===== config.mk =====
export PLATFORM = sky130hd
export DESIGN_NAME = i2s_slave_rx
export DESIGN_NICKNAME = d
export VERILOG_FILES = /design/src/rtl/i2s_pkg.sv /design/src/rtl/i2s_sync_edge.sv /design/src/rtl/i2s_slave_rx.sv
export SDC_FILE = /design/constraint.sdc
export NUM_CORES = 1
export LEC_CHECK = 0
export ABC_CLOCK_PERIOD_IN_PS = 6500
export CAP_MARGIN = 20
export CELL_PAD_IN_SITES_DETAIL_PLACEMENT = 1
export CELL_PAD_IN_SITES_GLOBAL_PLACEMENT = 2
export CORE_UTILIZATION = 47
export DETAILED_ROUTE_END_ITERATION = 10
export DONT_BUFFER_PORTS = 1
export HOLD_SLACK_MARGIN = 0.06
export PLACE_DENSITY_LB_ADDON = 0.3
export SYNTH_ARGS = -nofsm -noshare
export SYNTH_HDL_FRONTEND = slang
export SYNTH_SLANG_ARGS = --single-unit

===== constraint.sdc =====
create_clock -name clk -period 6.5 [get_ports clk]
set_clock_uncertainty 0.2 [all_clocks]
set_input_delay 1.3 -clock clk [delete_from_list [all_inputs] [get_ports clk]]
set_output_delay 1.3 -clock clk [all_outputs]
set_load 0.005 [all_outputs]

===== src/rtl/i2s_pkg.sv =====
// Shared I2S definitions: channel and receiver-state encodings plus the default sample width.
package i2s_pkg;

  localparam int SAMPLE_BITS_DEF = 16;

  typedef enum logic {
    LEFT  = 1'b0,
    RIGHT = 1'b1
  } i2s_chan_e;

  typedef enum logic [1:0] {
    SEEK  = 2'd0,
    ARM   = 2'd1,
    SHIFT = 2'd2,
    HOLD  = 2'd3
  } i2s_rx_state_e;

endpackage


===== src/rtl/i2s_sync_edge.sv =====
// Multi-flop input synchronizer. EDGE_MODE=1 emits a registered rising-edge strobe;
// EDGE_MODE=0 emits the synced level with identical latency so both outputs stay aligned.
module i2s_sync_edge #(
  parameter int WIDTH       = 1,
  parameter int SYNC_STAGES = 2,
  parameter bit EDGE_MODE   = 1'b0
) (
  input  logic             clk,
  input  logic             rst,
  input  logic [WIDTH-1:0] din,
  output logic [WIDTH-1:0] q
);

  logic [SYNC_STAGES-1:0][WIDTH-1:0] sync_p0;
  logic [WIDTH-1:0]                  lvl_p1;

  always_ff @(posedge clk or negedge rst) begin
    if (!rst) begin
      sync_p0 <= '0;
      lvl_p1  <= '0;
    end else begin
      sync_p0 <= {sync_p0[SYNC_STAGES-2:0], din};
      lvl_p1  <= sync_p0[SYNC_STAGES-1];
    end
  end

  // p1: edge strobe or delayed level, both one flop past the synchronizer
  generate
    if (EDGE_MODE) begin : g_edge
      logic [WIDTH-1:0] rise_p1;
      always_ff @(posedge clk or negedge rst) begin
        if (!rst) rise_p1 <= '0;
        else      rise_p1 <= sync_p0[SYNC_STAGES-1] & ~lvl_p1;
      end
      assign q = rise_p1;
    end else begin : g_bare
      assign q = lvl_p1;
    end
  endgenerate

endmodule


===== src/rtl/i2s_slave_rx.sv =====
// I2S target-mode receiver: oversampled sck/ws/sd, standard I2S framing, L/R pair on valid/ready.
// Defining I2S_RX_FRAME_CHECK_EN adds frame_err and drops frames with short slots.
module i2s_slave_rx
  import i2s_pkg::*;
#(
  parameter int SAMPLE_BITS = SAMPLE_BITS_DEF,
  parameter int SYNC_STAGES = 2
) (
  input  logic                          clk,
  input  logic                          rst,
  input  logic                          i2s_sck,
  input  logic                          i2s_ws,
  input  logic                          i2s_sd,
  output logic signed [SAMPLE_BITS-1:0] rx_sample_l,
  output logic signed [SAMPLE_BITS-1:0] rx_sample_r,
  output logic                          rx_valid,
  input  logic                          rx_ready,
  output logic                          rx_overflow
`ifdef I2S_RX_FRAME_CHECK_EN
  ,
  output logic                          frame_err
`endif
);

  localparam int CNT_W = $clog2(SAMPLE_BITS + 1);

  function automatic logic [SAMPLE_BITS-1:0] place_bit(
    input logic [SAMPLE_BITS-1:0] word,
    input logic [CNT_W-1:0]       pos,
    input logic                   b
  );
    logic [SAMPLE_BITS-1:0] w;
    w = word;
    for (int i = 0; i < SAMPLE_BITS; i++) begin
      if (SAMPLE_BITS - 1 - i == int'(pos)) w[i] = b;
    end
    return w;
  endfunction

  logic       strb_p1;
  logic [1:0] wssd_p1;
  logic       ws_p1;
  logic       sd_p1;

  i2s_sync_edge #(
    .WIDTH      (1),
    .SYNC_STAGES(SYNC_STAGES),
    .EDGE_MODE  (1'b1)
  ) u_sync_sck (
    .clk (clk),
    .rst (rst),
    .din (i2s_sck),
    .q   (strb_p1)
  );

  i2s_sync_edge #(
    .WIDTH      (2),
    .SYNC_STAGES(SYNC_STAGES),
    .EDGE_MODE  (1'b0)
  ) u_sync_wssd (
    .clk (clk),
    .rst (rst),
    .din ({i2s_ws, i2s_sd}),
    .q   (wssd_p1)
  );

  assign ws_p1 = wssd_p1[1];
  assign sd_p1 = wssd_p1[0];

  // p2: framing FSM and per-channel deserializer
  i2s_rx_state_e                  state_p2;
  i2s_chan_e                      chan_p2;
  logic [CNT_W-1:0]               bit_cnt_p2;
  logic                           ws_prev_p2;
  logic                           ws_init_p2;
  logic                           lok_p2;
  logic signed [SAMPLE_BITS-1:0]  sh_p2;
  logic signed [SAMPLE_BITS-1:0]  lhold_p2;

  logic                           ws_chg;
  logic                           arm;
  logic                           take;
  logic                           full;
  logic                           done;
  logic                           commit;
  logic [CNT_W-1:0]               cnt_inc;
  logic signed [SAMPLE_BITS-1:0]  sh_nxt;
`ifdef I2S_RX_FRAME_CHECK_EN
  logic                           short_slot;
`endif

  always_comb begin
    ws_chg  = ws_init_p2 && (ws_p1 != ws_prev_p2);
    arm     = strb_p1 && ws_chg;
    take    = strb_p1 && ((state_p2 == ARM) || (state_p2 == SHIFT));
    cnt_inc = bit_cnt_p2 + CNT_W'(1);
    full    = (cnt_inc == CNT_W'(SAMPLE_BITS));
    // The strobe that shows a ws change still carries the old channel's last bit.
    sh_nxt  = place_bit(sh_p2, bit_cnt_p2, sd_p1);
`ifdef I2S_RX_FRAME_CHECK_EN
    short_slot = take && ws_chg && !full;
    done       = take && full;
`else
    done       = take && (full || ws_chg);
`endif
    commit  = done && (chan_p2 == RIGHT) && lok_p2;
  end

  always_ff @(posedge clk or negedge rst) begin
    if (!rst) begin
      state_p2   <= SEEK;
      chan_p2    <= LEFT;
      bit_cnt_p2 <= '0;
      ws_prev_p2 <= 1'b0;
      ws_init_p2 <= 1'b0;
      lok_p2     <= 1'b0;
    end else if (strb_p1) begin
      ws_prev_p2 <= ws_p1;
      ws_init_p2 <= 1'b1;
      if (ws_chg) begin
        state_p2   <= ARM;
        chan_p2    <= i2s_chan_e'(ws_p1);
        bit_cnt_p2 <= '0;
      end else if (take) begin
        state_p2   <= full ? HOLD : SHIFT;
        bit_cnt_p2 <= cnt_inc;
      end

      if (arm && (ws_p1 == 1'b0)) begin
        lok_p2 <= 1'b0;
      end else if (done) begin
        lok_p2 <= (chan_p2 == LEFT);
`ifdef I2S_RX_FRAME_CHECK_EN
      end else if (short_slot) begin
        lok_p2 <= 1'b0;
`endif
      end
    end
  end

  // Cleared on every slot start, so missing LSBs of a short slot read as zero.
  always_ff @(posedge clk) begin
    if (arm)       sh_p2 <= '0;
    else if (take) sh_p2 <= sh_nxt;
    if (done && (chan_p2 == LEFT)) lhold_p2 <= sh_nxt;
  end

  // p3: output holding register with valid/ready handshake
  logic signed [SAMPLE_BITS-1:0] smp_l_p3;
  logic signed [SAMPLE_BITS-1:0] smp_r_p3;
  logic                          vld_p3;
  logic                          ovf_p3;
`ifdef I2S_RX_FRAME_CHECK_EN
  logic                          ferr_p3;
`endif

  always_ff @(posedge clk or negedge rst) begin
    if (!rst) begin
      smp_l_p3 <= '0;
      smp_r_p3 <= '0;
      vld_p3   <= 1'b0;
      ovf_p3   <= 1'b0;
`ifdef I2S_RX_FRAME_CHECK_EN
      ferr_p3  <= 1'b0;
`endif
    end else begin
      ovf_p3 <= 1'b0;
`ifdef I2S_RX_FRAME_CHECK_EN
      ferr_p3 <= short_slot;
`endif
      if (commit) begin
        if (!vld_p3 || rx_ready) begin
          smp_l_p3 <= lhold_p2;
          smp_r_p3 <= sh_nxt;
          vld_p3   <= 1'b1;
        end else begin
          ovf_p3   <= 1'b1;
        end
      end else if (vld_p3 && rx_ready) begin
        vld_p3 <= 1'b0;
      end
    end
  end

  assign rx_sample_l = smp_l_p3;
  assign rx_sample_r = smp_r_p3;
  assign rx_valid    = vld_p3;
  assign rx_overflow = ovf_p3;
`ifdef I2S_RX_FRAME_CHECK_EN
  assign frame_err   = ferr_p3;
`endif

endmodule


Yosys cells after proc, flatten, opt, wreduce, memory -nomap -nowiden
Cells that the tools add are included.

cells by class
  add/sub/neg operators = 1
  eq/ne operators = 20
  mux-type cells = 28
  bitwise gates (word level) = 4
  reductions and logical operators = 22

operator list
  cell                   number
  $eq A5 B5 Y1 const A   8
  $mux W1                24
  $eq A4 B5 Y1 const A   4
  $eq A3 B5 Y1 const A   2
  $mux W5                2
  $reduce_and A2 Y1      5
  $logic_and A1 B1 Y1    9
  $reduce_bool A2 Y1     3
  $add A5 B1 Y5 const B  1
  $eq A2 B5 Y1 const A   1
  $eq A5 B5 Y1 const B   1
  $logic_not A5 Y1       1
  $mux W2                2
  $logic_or A1 B1 Y1     3
  $not A1 Y1             3
  $eq A2 B1 Y1 const B   1
  $eq A2 B2 Y1 const B   1
  $ne A2 B1 Y1 const B   1
  $and A1 B1 Y1          1
  $logic_not A1 Y1       1
  $ne A1 B1 Y1           1

storage, ports and cells
  flip-flop bits (word level) = 87
  bits of input ports = 6
  output and inout port bits = 34
  logic and storage cells = 94

Logic depth before layout (Yosys ltp)
  depth after elaboration = 8
  depth in mapped cells = 8
  depth with buffers taken out = 6

Hierarchy
A second synthesis with hierarchy kept.

unflattened totals
  cells, all modules = 274
  area total of the unflattened synthesis = 3,584.7 µm²

by module, submodules not included
  module                       instances  cells an instance  area an instance (µm²)  sequential area each (µm²)
  i2s_slave_rx                 1          263                3,320.7                 1,926.8
  i2s_sync_edge (u_sync_wssd)  1          6                  150.1                   150.1
  i2s_sync_edge (u_sync_sck)   1          5                  113.9                   100.1

Worst setup path after synthesis
Ideal clock, no wire load.

  path kind = flip-flop to flip-flop
  from = reg bit_cnt_p2[3]
  to = reg lhold_p2[0], enable pin
  setup time = 0.388 ns
  data arrival time = 2.365 ns
  data required time = 5.912 ns
  slack = 3.546 ns
  cell stages (with the launch flop) = 8
  path buffers = 2
  period minus slack after synthesis = 2.954 ns
  cells stage by stage = dfrtp_1 > buf_4 > buf_2 > and3_1 > ha_1 > a211oi_4 > o21ai_0 > nor2_1

on the way
  cells in the longest elaborated chain, start to end = 5

RTL lines
  item                    RTL line             RTL
  from (decl)             i2s_slave_rx.sv:73   logic [CNT_W-1:0] bit_cnt_p2;
  from (signal assigned)  i2s_slave_rx.sv:126  bit_cnt_p2 <= cnt_inc;
  $add A5 B1 Y5           i2s_slave_rx.sv:96   cnt_inc = bit_cnt_p2 + CNT_W'(1);
  $eq A5 B5 Y1            i2s_slave_rx.sv:97   full = (cnt_inc == CNT_W'(SAMPLE_BITS));
  $logic_or A1 B1 Y1      i2s_slave_rx.sv:104  done = take && (full || ws_chg);
  $logic_and A1 B1 Y1     i2s_slave_rx.sv:104
  $logic_and A1 B1 Y1     i2s_slave_rx.sv:145  if (done && (chan_p2 == LEFT)) lhold_p2 <= sh_nxt;
  to (signal assigned)    i2s_slave_rx.sv:145
  to (decl)               i2s_slave_rx.sv:78   logic signed [SAMPLE_BITS-1:0] lhold_p2;

Every way passes these cells.
A chain may end at the register's enable or synchronous reset.

Worst setup path after layout
  from = reg bit_cnt_p2[0]
  to = reg smp_r_p3[1] (netlist: rx_sample_r[1])

on the way
  cells in the longest elaborated chain, start to end = 7
  elaborated cells between the ends (all ways) = 9
  classes of those cells = add/sub (1); eq/ne (2); mux (1); reduce/logical (5)

RTL lines
  item                               RTL line             RTL
  $add A5 B1 Y5                      i2s_slave_rx.sv:96
  $eq A5 B5 Y1                       i2s_slave_rx.sv:97
  $logic_or A1 B1 Y1                 i2s_slave_rx.sv:104
  $logic_and A1 B1 Y1                i2s_slave_rx.sv:104
  $logic_and A1 B1 Y1 (2 in series)  i2s_slave_rx.sv:106  commit = done && (chan_p2 == RIGHT) && lok_p2;
  $reduce_and A2 Y1 (no line)        n/a
  to (signal assigned)               i2s_slave_rx.sv:174  smp_r_p3 <= sh_nxt;
  to (decl)                          i2s_slave_rx.sv:150  logic signed [SAMPLE_BITS-1:0] smp_r_p3;

Parallel ways exist; a longest one is shown, timed or not.

==> reports/results.txt <==
1st-pass router iterations -> 4
first-pass GRT wire length -> 11600 um
final setup fails -> 0
worst-path cell chain -> ha_1 > and3_1 > ha_1 > a211oi_4 > o2111a_4 > mux2_2
met3 GRT Util -> 5.22%
clock sinks -> 87
clock latency on the worst-skew pair -> 0.35 ns
Post-CTS Resized -> 0
Crit path largest cell delay -> 0.61 ns
sequential area share after synthesis -> 58.7%
gr usage total -> 18.6%
Top Usage Layer GRT -> met2
dpl cells -> 358
met2 track demand over resource -> 30.2%
Final Util -> 51.0%
Initial Util -> 48.3%
vias in the first global route -> 2182
PD cells -> 333 nW/um^2
Post-synth top cells -> dfrtp_1, mux2_4, nor2_1, mux2_2
final std cells w/o fill -> 374
final worst slack -> 3.60 ns
Critical Path Stages -> 6
Fin. Hold Viols -> 0
die area -> 8260 um^2
Worst R2R Path Depth -> 6
Post-CTS Setup Bufs -> 0
R2R Path Start -> bit_cnt_p2[0]$_DFFE_PN0P_
fmax -> 345 MHz
DR WL/cell -> 18.1 um
min cycle time layout -> 2.90 ns
share of post-route cells with drive strength above 1 -> 26.5%
register bit total from synthesis -> 87
status -> finished clean
core area -> 7690 um^2
Top cell by count, worst path -> ha_1
count leader, synth -> dfrtp_1
Startpoint Class -> flip-flop
worst vdd ir -> 0.128 mV
DRT iter0 DRCs -> 114
Synth Flop Type -> dfrtp_1
Worst Setup End Kind -> flip-flop
TNS Setup -> 0 ns
placer congestion estimate -> 0.711
critical-path maximum fanout -> 32
Ys Warns -> 0
Area Overhead vs Synth -> 5.60%
max-cap violations -> 0
Final period util -> 44.6%
Final HPWL DP -> 4250 um
Critical Path AT -> 2.94 ns
Die H -> 90.9 um
RSZ-0062 raised after global routing -> no
ys async rst share -> 63.2%
Worst-path clk slew -> 0.09 ns
GR Overflow Total -> 0
Synth cell types -> 40
CTS tree -> yes
Site Rows -> 32
detailed-route DRC error count -> 0
dpl ws -> 3.58 ns
Slew headroom -> 45.6%
FILL cells -> 789
# H-tree levels -> 3
r2r setup slk -> 3.60 ns
post-synth top area share -> 37.1%
drt total wl -> 6770 um
Post-synth EDFFs -> 16
initial antenna violation count -> 0
via count -> 2012
leakage power -> 0.00171 uW
Mapped Cells -> 269
routed vias/inst -> 5.38
io pins -> 40
Post-Syn Nets -> 280
Worst Path Buf+Inv -> 0
Synth area leader -> dfrtp_1
met1 usage -> 24.0%
crit path to -> rx_sample_r[1]$_DFFE_PN0P_
ant diodes -> 0
largest cells by area after synthesis -> dfrtp_1, edfxtp_1, mux2_4, dfxtp_1, mux2_2
Max clock buf depth -> 2
crit path from -> bit_cnt_p2[0]$_DFFE_PN0P_
Min-Delay Path Class -> flip-flop to flip-flop
Hold Slack -> 0.153 ns
nets -> 278
Critical Path RT -> 6.54 ns
Crit Path Category -> flip-flop to flip-flop
r2r endpoint -> rx_sample_r[1]$_DFFE_PN0P_
PortBufs -> 0
worst slew pin tran -> 0.817 ns
post-synth design cell area -> 3710 um^2
slowest CP cell -> o2111a_4
CTS Buf Count -> 9
crit-path leading delay family -> compound AO/OA/AOI/OAI gates
post-route ant nets -> 0
synthesized area per cell -> 13.8 um^2
hold_buf cts -> 0
die width -> 90.9 um
Slew Viols, Final -> 0
CTS root buffer -> clkbuf_8
largest net degree at the start of global routing -> 56
## stage by stage
stage / cell area [um^2] / power, uW
floorplan: 3710 / 906
global placement: 3740 / 951
detailed placement: 3740 / 971
CTS: 3920 / 1320
global route: 3920 / 1380
finish: 3920 / 1300
## layer usage
metal	routed length, um	vias up
met5	0	-
met4	107	0
met3	224	9
met2	3250	37
met1	3180	1020
li1	-	946
## flip-flops by register name (all words and copies together), names as in the netlist, 2 cells and up
name and flops:
u_sync_sck.sync_p0 2, state_p2 2, u_sync_wssd.sync_p0 4, lhold_p2 16, u_sync_wssd.q 2, rx_sample_l 16
rx_sample_r 16, bit_cnt_p2 5, sh_p2 16
## worst min-delay path by stage
| stage | startpoint | end | cells past startpoint | slack (ns) |
|---|---|---|---|---|
| after floorplan | u_sync_sck.sync_p0[0]$_DFF_PN0_ | u_sync_sck.sync_p0[1]$_DFF_PN0_ | 0 | 0.13 |
| after global placement | u_sync_wssd.sync_p0[0]$_DFF_PN0_ | u_sync_wssd.sync_p0[2]$_DFF_PN0_ | 0 | 0.13 |
| after detailed placement | u_sync_wssd.sync_p0[0]$_DFF_PN0_ | u_sync_wssd.sync_p0[2]$_DFF_PN0_ | 0 | 0.14 |
| after CTS | u_sync_wssd.sync_p0[0]$_DFF_PN0_ | u_sync_wssd.sync_p0[2]$_DFF_PN0_ | 0 | 0.16 |
| after global routing | u_sync_wssd.sync_p0[3]$_DFF_PN0_ | u_sync_wssd.q[1]$_DFF_PN0_ | 0 | 0.17 |
| final | u_sync_wssd.sync_p0[0]$_DFF_PN0_ | u_sync_wssd.sync_p0[2]$_DFF_PN0_ | 0 | 0.15 |
## cell type report
class	instances	area, um^2	area share, %
multi-input cells	158	1390	35.4
inverters	9	33.8	0.862
flip-flops and latches	87	2180	55.6
clock inverters	6	51.3	1.31
clock buffers	10	128	3.26
repair buffers	2	15.0	0.383
well taps	102	128	3.26
## logic make-up (layout without fill, tap and decap cells)
family / after synthesis / in the layout / synth area share [%]
compound gates: 21 / 21 / 4.59
xor+xnor: 3 / 3 / 0.911
fa+ha+maj: 5 / 5 / 1.69
buf+inv: 24 / 27 / 4.11
flops: 87 / 87 / 58.7
mux: 51 / 51 / 18.4
simple gates: 78 / 78 / 11.7
## report_power, final
part           internal (uW)  leakage, uW  switching (uW)
combinational            124     0.000610             124
clock                    144    0.0000814             205
sequential               649      0.00102            58.3
total                    917      0.00171             388
## cells in the final DEF (no fill, tap or decap), types with 5 or more instances in the layout
master    netlist  final
dfrtp_1        55     55
mux2_4         30     30
nor2_1         29     29
mux2_2         17     17
edfxtp_1       16     16
dfxtp_1        16     16
nor3_1         13     12
nand2_1        11     11
inv_1           9      9
clkbuf_8        0      9
nor4bb_1        5      5
ha_1            5      5
(Power assumes the default switching activity.)
